===== src/rtl/mips_pkg.sv =====
// Shared MIPS encodings: ALU operation select, opcode/funct constants, controller FSM states.
package mips_pkg;

  typedef enum logic [2:0] {
    ALU_AND = 3'b000,
    ALU_OR  = 3'b001,
    ALU_ADD = 3'b010,
    ALU_SUB = 3'b110,
    ALU_SLT = 3'b111
  } alu_op_e;

  localparam logic [5:0] OpRtype = 6'b000000;
  localparam logic [5:0] OpAddi  = 6'b001000;
  localparam logic [5:0] OpLw    = 6'b100011;
  localparam logic [5:0] OpSw    = 6'b101011;

  localparam logic [5:0] FnAdd = 6'b100000;
  localparam logic [5:0] FnSub = 6'b100010;
  localparam logic [5:0] FnAnd = 6'b100100;
  localparam logic [5:0] FnOr  = 6'b100101;
  localparam logic [5:0] FnSlt = 6'b101010;

  typedef enum logic [1:0] {
    ClsRtype = 2'd0,
    ClsAddi  = 2'd1,
    ClsLw    = 2'd2,
    ClsSw    = 2'd3
  } instr_class_e;

  typedef enum logic [2:0] {
    StIdle   = 3'd0,
    StDecode = 3'd1,
    StExec   = 3'd2,
    StMem    = 3'd3,
    StWb     = 3'd4
  } state_e;

endpackage


===== src/rtl/mips_decoder.sv =====
// Combinational instruction decoder: maps opcode/funct to ALU select, datapath muxes and class.
module mips_decoder
  import mips_pkg::*;
(
  input  logic [31:0] instr,
  output logic [2:0]  alu_ctrl,
  output logic        alu_src,
  output logic        reg_dst,
  output logic        mem_to_reg,
  output logic [1:0]  instr_class,
  output logic        illegal
);

  logic [5:0] opcode;
  logic [5:0] funct;
  logic       unused_fields;

  assign opcode        = instr[31:26];
  assign funct         = instr[5:0];
  assign unused_fields = ^instr[25:6];

  always_comb begin
    alu_ctrl    = ALU_ADD;
    alu_src     = 1'b0;
    reg_dst     = 1'b0;
    mem_to_reg  = 1'b0;
    instr_class = ClsRtype;
    illegal     = 1'b0;
    case (opcode)
      OpRtype: begin
        reg_dst    = 1'b1;
        mem_to_reg = 1'b1;
        case (funct)
          FnAdd:   alu_ctrl = ALU_ADD;
          FnSub:   alu_ctrl = ALU_SUB;
          FnAnd:   alu_ctrl = ALU_AND;
          FnOr:    alu_ctrl = ALU_OR;
          FnSlt:   alu_ctrl = ALU_SLT;
          default: illegal  = 1'b1;
        endcase
      end
      OpAddi: begin
        alu_src     = 1'b1;
        mem_to_reg  = 1'b1;
        instr_class = ClsAddi;
      end
      OpLw: begin
        alu_src     = 1'b1;
        instr_class = ClsLw;
      end
      OpSw: begin
        alu_src     = 1'b1;
        instr_class = ClsSw;
      end
      default: illegal = 1'b1;
    endcase
  end

endmodule


===== src/rtl/mips_controller.sv =====
// Multi-cycle MIPS control FSM (IDLE/DECODE/EXEC/MEM/WB) with instruction capture.
// Optional MIPS_CTRL_ILLEGAL_TRAP_EN adds an 'illegal' pulse instead of retiring bad encodings as NOP.
module mips_controller
  import mips_pkg::*;
(
  input  logic        clk,
  input  logic        rst,
  input  logic        instr_valid,
  input  logic [31:0] instr_in,
  output logic        instr_ready,
  output logic [31:0] Instr,
  output logic        Reg_Dst,
  output logic        Reg_Write,
  output logic        Alu_Src,
  output logic        Mem_Write,
  output logic        Mem_Read,
  output logic        Mem_To_Reg,
  output logic [2:0]  Alu_Control,
  output logic        busy,
  output logic        done
`ifdef MIPS_CTRL_ILLEGAL_TRAP_EN
  ,
  output logic        illegal
`endif
);

  state_e      state_q, state_d;
  logic [31:0] instr_q;
  logic [2:0]  dec_alu_ctrl;
  logic        dec_alu_src, dec_reg_dst, dec_mem_to_reg, dec_illegal;
  logic [1:0]  dec_class;
  logic        accept, is_lw, is_sw, in_instr;

  mips_decoder u_decoder (
    .instr       (instr_q),
    .alu_ctrl    (dec_alu_ctrl),
    .alu_src     (dec_alu_src),
    .reg_dst     (dec_reg_dst),
    .mem_to_reg  (dec_mem_to_reg),
    .instr_class (dec_class),
    .illegal     (dec_illegal)
  );

  assign accept   = (state_q == StIdle) && instr_valid;
  assign is_lw    = (dec_class == ClsLw);
  assign is_sw    = (dec_class == ClsSw);
  assign in_instr = (state_q == StExec) || (state_q == StMem) || (state_q == StWb);

  always_ff @(posedge clk or negedge rst) begin
    if (!rst) begin
      state_q <= StIdle;
      instr_q <= '0;
    end else begin
      state_q <= state_d;
      if (accept) instr_q <= instr_in;
    end
  end

  always_comb begin
    state_d = state_q;
    unique case (state_q)
      StIdle:   if (accept) state_d = StDecode;
      StDecode: state_d = dec_illegal ? StIdle : StExec;
      StExec:   state_d = (is_lw || is_sw) ? StMem : StWb;
      StMem:    state_d = is_sw ? StIdle : StWb;
      StWb:     state_d = StIdle;
      default:  state_d = StIdle;
    endcase
  end

  // Strobes are decoded from the registered state and the captured word, so reset clears them at once.
  always_comb begin
    Instr       = instr_q;
    instr_ready = (state_q == StIdle);
    busy        = (state_q != StIdle);
    Alu_Src     = in_instr & dec_alu_src;
    Reg_Dst     = in_instr & dec_reg_dst;
    Mem_To_Reg  = in_instr & dec_mem_to_reg;
    Alu_Control = in_instr ? dec_alu_ctrl : 3'b000;
    Mem_Write   = (state_q == StMem) && is_sw;
    Mem_Read    = is_lw && ((state_q == StMem) || (state_q == StWb));
    Reg_Write   = (state_q == StWb);
    done        = (state_q == StWb) || ((state_q == StMem) && is_sw);
`ifdef MIPS_CTRL_ILLEGAL_TRAP_EN
    illegal     = (state_q == StDecode) && dec_illegal;
`else
    done        = done || ((state_q == StDecode) && dec_illegal);
`endif
  end

endmodule


===== config.mk =====
export PLATFORM = sky130hd
export DESIGN_NAME = mips_controller
export DESIGN_NICKNAME = d
export VERILOG_FILES = /design/src/rtl/mips_pkg.sv /design/src/rtl/mips_decoder.sv /design/src/rtl/mips_controller.sv
export SDC_FILE = /design/constraint.sdc
export NUM_CORES = 1
export LEC_CHECK = 0
export ABC_AREA = 1
export CAP_MARGIN = 25
export CELL_PAD_IN_SITES_DETAIL_PLACEMENT = 1
export CELL_PAD_IN_SITES_GLOBAL_PLACEMENT = 2
export CORE_ASPECT_RATIO = 0.8
export CORE_MARGIN = 4
export CORE_UTILIZATION = 24
export CTS_CLUSTER_DIAMETER = 40
export DETAILED_ROUTE_END_ITERATION = 10
export PLACE_DENSITY = 0.88
export SKIP_LAST_GASP = 1
export SLEW_MARGIN = 10
export SYNTH_ARGS = -nofsm -noshare
export SYNTH_HDL_FRONTEND = slang
export SYNTH_HIERARCHICAL = 1
export SYNTH_SLANG_ARGS = --single-unit

===== constraint.sdc =====
create_clock -name clk -period 2.43 [get_ports clk]
set_input_delay 0.6075 -clock clk [delete_from_list [all_inputs] [get_ports clk]]
set_output_delay 0.6075 -clock clk [all_outputs]
set_load 0.1 [all_outputs]

== Word level (Yosys, flattened, before mapping) ==
Cells that the tools add are included.

* Register bits: 35
* Input bits: 35
* Output and inout bits: 44
* Word-level logic and storage cells: 50

* Equal/unequal tests: 15
* Muxes and demuxes: 14
* Bitwise logic cells: 3
* Reductions and logical operators: 16

{| class="wikitable"
|+ Operators by type and width
! kind !! count
|-
| equality test 6 bit, second input constant || 7
|-
| one-hot mux 3 bit (4 select lines) || 2
|-
| 2-to-1 mux 3 bit || 5
|-
| equality test 3 x 2 -> 1 bit, second input constant || 2
|-
| equality test 6 x 4 -> 1 bit, second input constant || 1
|-
| logical NOT 6 bit || 1
|-
| logical OR 1 bit || 6
|-
| one-hot mux 2 bit (3 select lines) || 1
|-
| OR reduction 5 bit || 1
|-
| equality test 2 bit, second input constant || 2
|-
| logical AND 1 bit || 4
|-
| 2-to-1 mux 1 bit || 4
|-
| bitwise AND 1 bit || 3
|-
| equality test 3 x 1 -> 1 bit, second input constant || 1
|-
| equality test 3 bit, second input constant || 1
|-
| logical NOT 3 bit || 1
|-
| nonzero test 3 bit || 1
|-
| OR reduction 3 bit || 1
|-
| 2-to-1 mux 2 bit || 1
|-
| inequality test 2 x 1 -> 1 bit, second input constant || 1
|-
| one-hot mux 1 bit (2 select lines) || 1
|-
| OR reduction 2 bit || 1
|}

== Logic depth before layout (Yosys ltp) ==
* Depth after elaboration: 6
* Mapped depth: 8
* Mapped depth without buffers: 8

== Hierarchy ==
Netlist, hierarchy kept.

{| class="wikitable"
|+ Modules (own cells, without submodules)
! module !! times used !! cells each !! area each (µm²) !! seq. area each (µm²)
|-
| mips_controller || 1 || 177 || 1,547.7 || 875.8
|-
| mips_decoder || 1 || 46 || 203.9 || 0.0
|}

== Worst setup path before layout ==
No wires, ideal clock.

* Path type: register to output
* Start: reg instr_q[5] (netlist: Instr[5])
* End: out Alu_Control[0]
* Data arrival time: 3.609 ns
* Required time: 1.822 ns
* Slack: -1.786 ns
* Cell stages (with the launch flop): 6
* Path buffers: 0
* Cells stage by stage: dfrtp_1 -> nand3_1 -> nor2_1 -> nand3_1 -> nand2_1 -> a21boi_0

* Longest elaborated chain between the ends: 4
* Elaborated cells on any way between the ends: 7
* Classes of those cells: 4 x eq/ne; 3 x mux

{| class="wikitable"
|+ Ends and longest elaborated chain
! what !! RTL line !! RTL
|-
| from (decl) || mips_controller.sv:28 || <nowiki>logic [31:0] instr_q;</nowiki>
|-
| from (signal assigned) || mips_controller.sv:55 || <nowiki>if (accept) instr_q <= instr_in;</nowiki>
|-
| equality test 6 bit || mips_decoder.sv:33 || <nowiki>case (funct)</nowiki>
|-
| one-hot mux 3 bit (4 select lines) * || mips_decoder.sv:33 ||
|-
| 2-to-1 mux 3 bit * || mips_decoder.sv:29 || <nowiki>case (opcode)</nowiki>
|-
| via dec_alu_ctrl[0] || mips_controller.sv:29 || <nowiki>logic [2:0] dec_alu_ctrl;</nowiki>
|-
| 2-to-1 mux 3 bit * || mips_controller.sv:79 || <nowiki>Alu_Control = in_instr ? dec_alu_ctrl : 3'b000;</nowiki>
|-
| to (decl) || mips_controller.sv:18 || <nowiki>output logic [2:0] Alu_Control,</nowiki>
|}

Mark *: on every way through the listed nets, which the timed path passes. The rest lies on a longest branch.

== Final worst setup path ==
* Start: reg instr_q[26] (netlist: Instr[26])
* End: out Alu_Control[0]

* Longest elaborated chain between the ends: 3

{| class="wikitable"
|+ Ends and longest elaborated chain
! what !! RTL line
|-
| logical NOT 6 bit || mips_decoder.sv:29
|-
| 2-to-1 mux 3 bit || mips_decoder.sv:29
|-
| via dec_alu_ctrl[0] || mips_controller.sv:29
|-
| 2-to-1 mux 3 bit || mips_controller.sv:79
|}

The timed path passes the listed nets, and every way through them passes these cells.

==> results by stage <==
Timing:
- The maximum clock frequency is approximately 0.43 GHz.
- The count of endpoints failing hold in the final timing report came to 0.
- Setup repair after global routing could not meet its margin everywhere.
- The relative slew slack is 0.4637.
- The post-route clock period utilization is 0.9578.
- After layout, the minimum clock period comes to 2328 ps.
- The final setup violation count is 0.
- The number of pins exceeding their max-slew limit in the final report was 0.
- The clock skew after layout is 11.62 ps.
- The measured slew at the worst slew-check pin is 804.4 ps.

Clock tree:
- The post-CTS clock slew at the launch and capture registers of the worst setup and hold paths is 80 ps.
- No sink is reached through more buffers than the 2 on the longest clock path.
- The clock latency at the later pin of the worst-skew pair is ~280 ps.
- After clock tree synthesis, the flow added hold-fix buffers numbering 0.
- The root buffer cell is clkbuf_8.
- TritonCTS built the clock tree.
- The TritonCTS sink count is 35.
- The number of buffers inserted during clock tree synthesis is 5.
- The H-tree was split into 2 levels.

Global routing:
- The initial antenna violation count is 0.
- The number of global-route vias before repair is about 2000.
- The first global-routing pass estimated 9673 um of wire.
- The total overflow left after global routing is 0.
- The global router's overall resource usage is 0.1330.
- The pin count of the biggest net entering global routing is 36.

Cells and area:
- The final design utilization is 0.4215.
- The final layout contains ~340 nets.
- The multi-input combinational cells in the finished layout cover a total of 884.6 um2.
- The layout has ~840 filler cells.
- The layout overhead on the synthesized area is 68.29%.
- Registers take 903.4 um2.
- The antenna cell count is 0.
- The share of final-layout standard cells stronger than drive strength 1 is 0.3333.
- The finished cells cover 2948 um2.

Die:
- The number of placed I/O pins is 79.
- The die covers between 8000 and 9000 um2.
- The die is 103.5 um wide.
- The core box area is roughly 7000 um2.
- The count of standard-cell rows is 27.
- The vertical extent of the die is 84.42 um.
- The starting utilization of the core area is 0.2505.

Setup path:
- In this run the worst path has a maximum fanout of 5.
- The endpoint kind of the worst setup timing path is an output port.
- The setup path with the least slack is of type flip-flop to output port.
- The family with the most delay on the worst path is simple AND/OR/NAND/NOR gates.
- The cell that appears most often on the critical path is nor2_4.
- The data arrival time of the critical path is 1720 ps.
- The worst setup path is launched from a flip-flop.
- The signal on the critical path passes through nor2_4 -> nand2_2 -> nor2_4 -> nand3_1 -> nand2_1 -> a21boi_4 -> buf_12.
- The slowest stage of the critical path is the dfrtp_4 cell.
- The buffer and inverter count on the worst path is 1.
- The launching instance or port of the critical path is Instr[26].
- The worst flop-to-flop path startpoint is state_q[1].
- The largest incremental delay on the critical path is 500 ps.
- The critical path required time is 1820 ps.

Yosys:
- The Yosys step of the flow raised 6 warnings.
- After synthesis, the mean cell area works out to 7.855 um2.
- Of the total synthesized cell area, the portion taken by XOR and XNOR cells is 0.
- After synthesis the cells add up to about 1800 um2.
- The fraction of the mapped netlist area in adder cells is 0.
- By area, the combinational part of the netlist is dominated by simple AND/OR/NAND/NOR gates.
- The synthesized instance count is 223.
- The number of distinct library cells after synthesis is 19.
- Measured against the total synthesized area, the mux share comes to 0.
- Counting flops and latches in the post-synthesis netlist gives 35.
- The share of the Yosys chip area taken by registers is 0.5000.
- The compound-gate portion of the synthesized area was 0.02857.
- The simple-gate share of the synthesized area is 0.4000.
- The net count after synthesis is about 260.

Drt:
- Detailed routing inserted a total of 1773 vias.
- The via-per-instance ratio is 4.546.
- In the final routed layout, each cell accounts on average for around 14 um.
- The first detailed-routing pass took 4 iterations.
- The count of routing violations after the opening detailed-route iteration is 35.
- The number of DRC violations after detailed routing is 0.
- The count of nets left with antenna violations after detail routing is 0.
- The routed design has 5554 um of wire.

Placement:
- The congestion estimate from routability-driven global placement came to 0.7252.
- The count of input and output buffers is 78.
- The half-perimeter wire length of the detailed placement result is 4166 um.
- The placed standard-cell area is 2808 um2.

Run status:
- The flow ran to the end, and the final reports show no timing, DRC or antenna violations.

Run:
- The reported max-cap violation count is 0.

Worst hold path:
- In this run the worst hold path is classified as input port to async pin.
## synth_stat cells
cell / instances / area share
nand3_1: 17 / 0.049
nor2_1: 12 / 0.026
a21boi_0: 6 / 0.026
buf_1: 3 / 0.0064
or2_2: 1 / 0.0036
a21oi_1: 1 / 0.0029
nor3_1: 1 / 0.0029
nand2_2: 1 / 0.0036
nor2_2: 2 / 0.0071
nor2_4: 2 / 0.013
nand3_2: 1 / 0.0057
inv_2: 2 / 0.0043
clkbuf_1: 3 / 0.0064
buf_2: 7 / 0.020
nand2_1: 80 / 0.17
dfrtp_1: 35 / 0.50
inv_1: 16 / 0.034
nand3b_1: 1 / 0.0043
nand4_1: 32 / 0.11
## worst paths after layout
| kind | to | slack (ps) | cells after the start |
|---|---|---|---|
| min reg2reg | Instr[14] | 470 | 2 |
| min | Instr[25] | 400 | 1 |
| max | Alu_Control[0] | 100 | 7 |
| max reg2reg | Instr[24] | 730 | 6 |
| max in group asynchronous | Instr[30] | 1420 | 1 |
| min in group clk | Instr[14] | 470 | 2 |
## registers in the layout, summed over array words and instances (netlist names)
register  count
state_q       3
Instr        32
## cells in the final DEF, fill, tap and decap left out, drive strengths merged, types with 2 or more instances in the layout
| cell | n |
|---|---|
| clkdlybuf4s50 | 33 |
| a21boi | 6 |
| nor2 | 16 |
| nand2 | 81 |
| nand3 | 18 |
| inv | 16 |
| clkbuf | 7 |
| nand4 | 32 |
| dfrtp | 35 |
| buf | 52 |
| clkinvlp | 2 |
## timing repair
action,in CTS,in global routing
gates resized for setup,0,9
buffers inserted,0,1
setup endpoints to repair,0,4
## cell families after synthesis
family / count (synthesis)
AO/OA/AOI/OAI: 7
flip-flops: 35
AND/OR/NAND/NOR: 150
buffers and inverters: 31
## stage by stage
step	setup TNS (ps)	hold WS, ps	cells	worst slack (ps)
2_1_floorplan	0	311.9	223	59.16
3_3_place_gp	0	456.0	381	399.1
3_5_place_dp	0	459.4	381	357.4
4_1_cts	0	426.9	389	31.98
5_1_grt	-33.75	469.7	390	-18.91
6_report	0	398.8	390	102.4
## area by class of cell
type	count	area share
multi-input cells	157	0.3001
clock inverters	1	0.002971
flip-flops and latches	35	0.3065
clock buffers	7	0.02929
well taps	87	0.03693
inverters	18	0.02547
repair buffers	85	0.2988
## layer usage
| metal | track usage | vias to the layer above | part of all wire |
|---|---|---|---|
| li1 | - | 890 | - |
| met2 | 0.2167 | 43 | 0.45 |
| met5 | 0 | - | 0 |
| met3 | 0.05073 | 2 | 0.073 |
| met1 | 0.1691 | 838 | 0.47 |
| met4 | 0.02899 | 0 | 0.0031 |
Power is left out: the tool's default activity adds up to more than one toggle a clock period on the data nets, which glitch-free logic cannot reach.
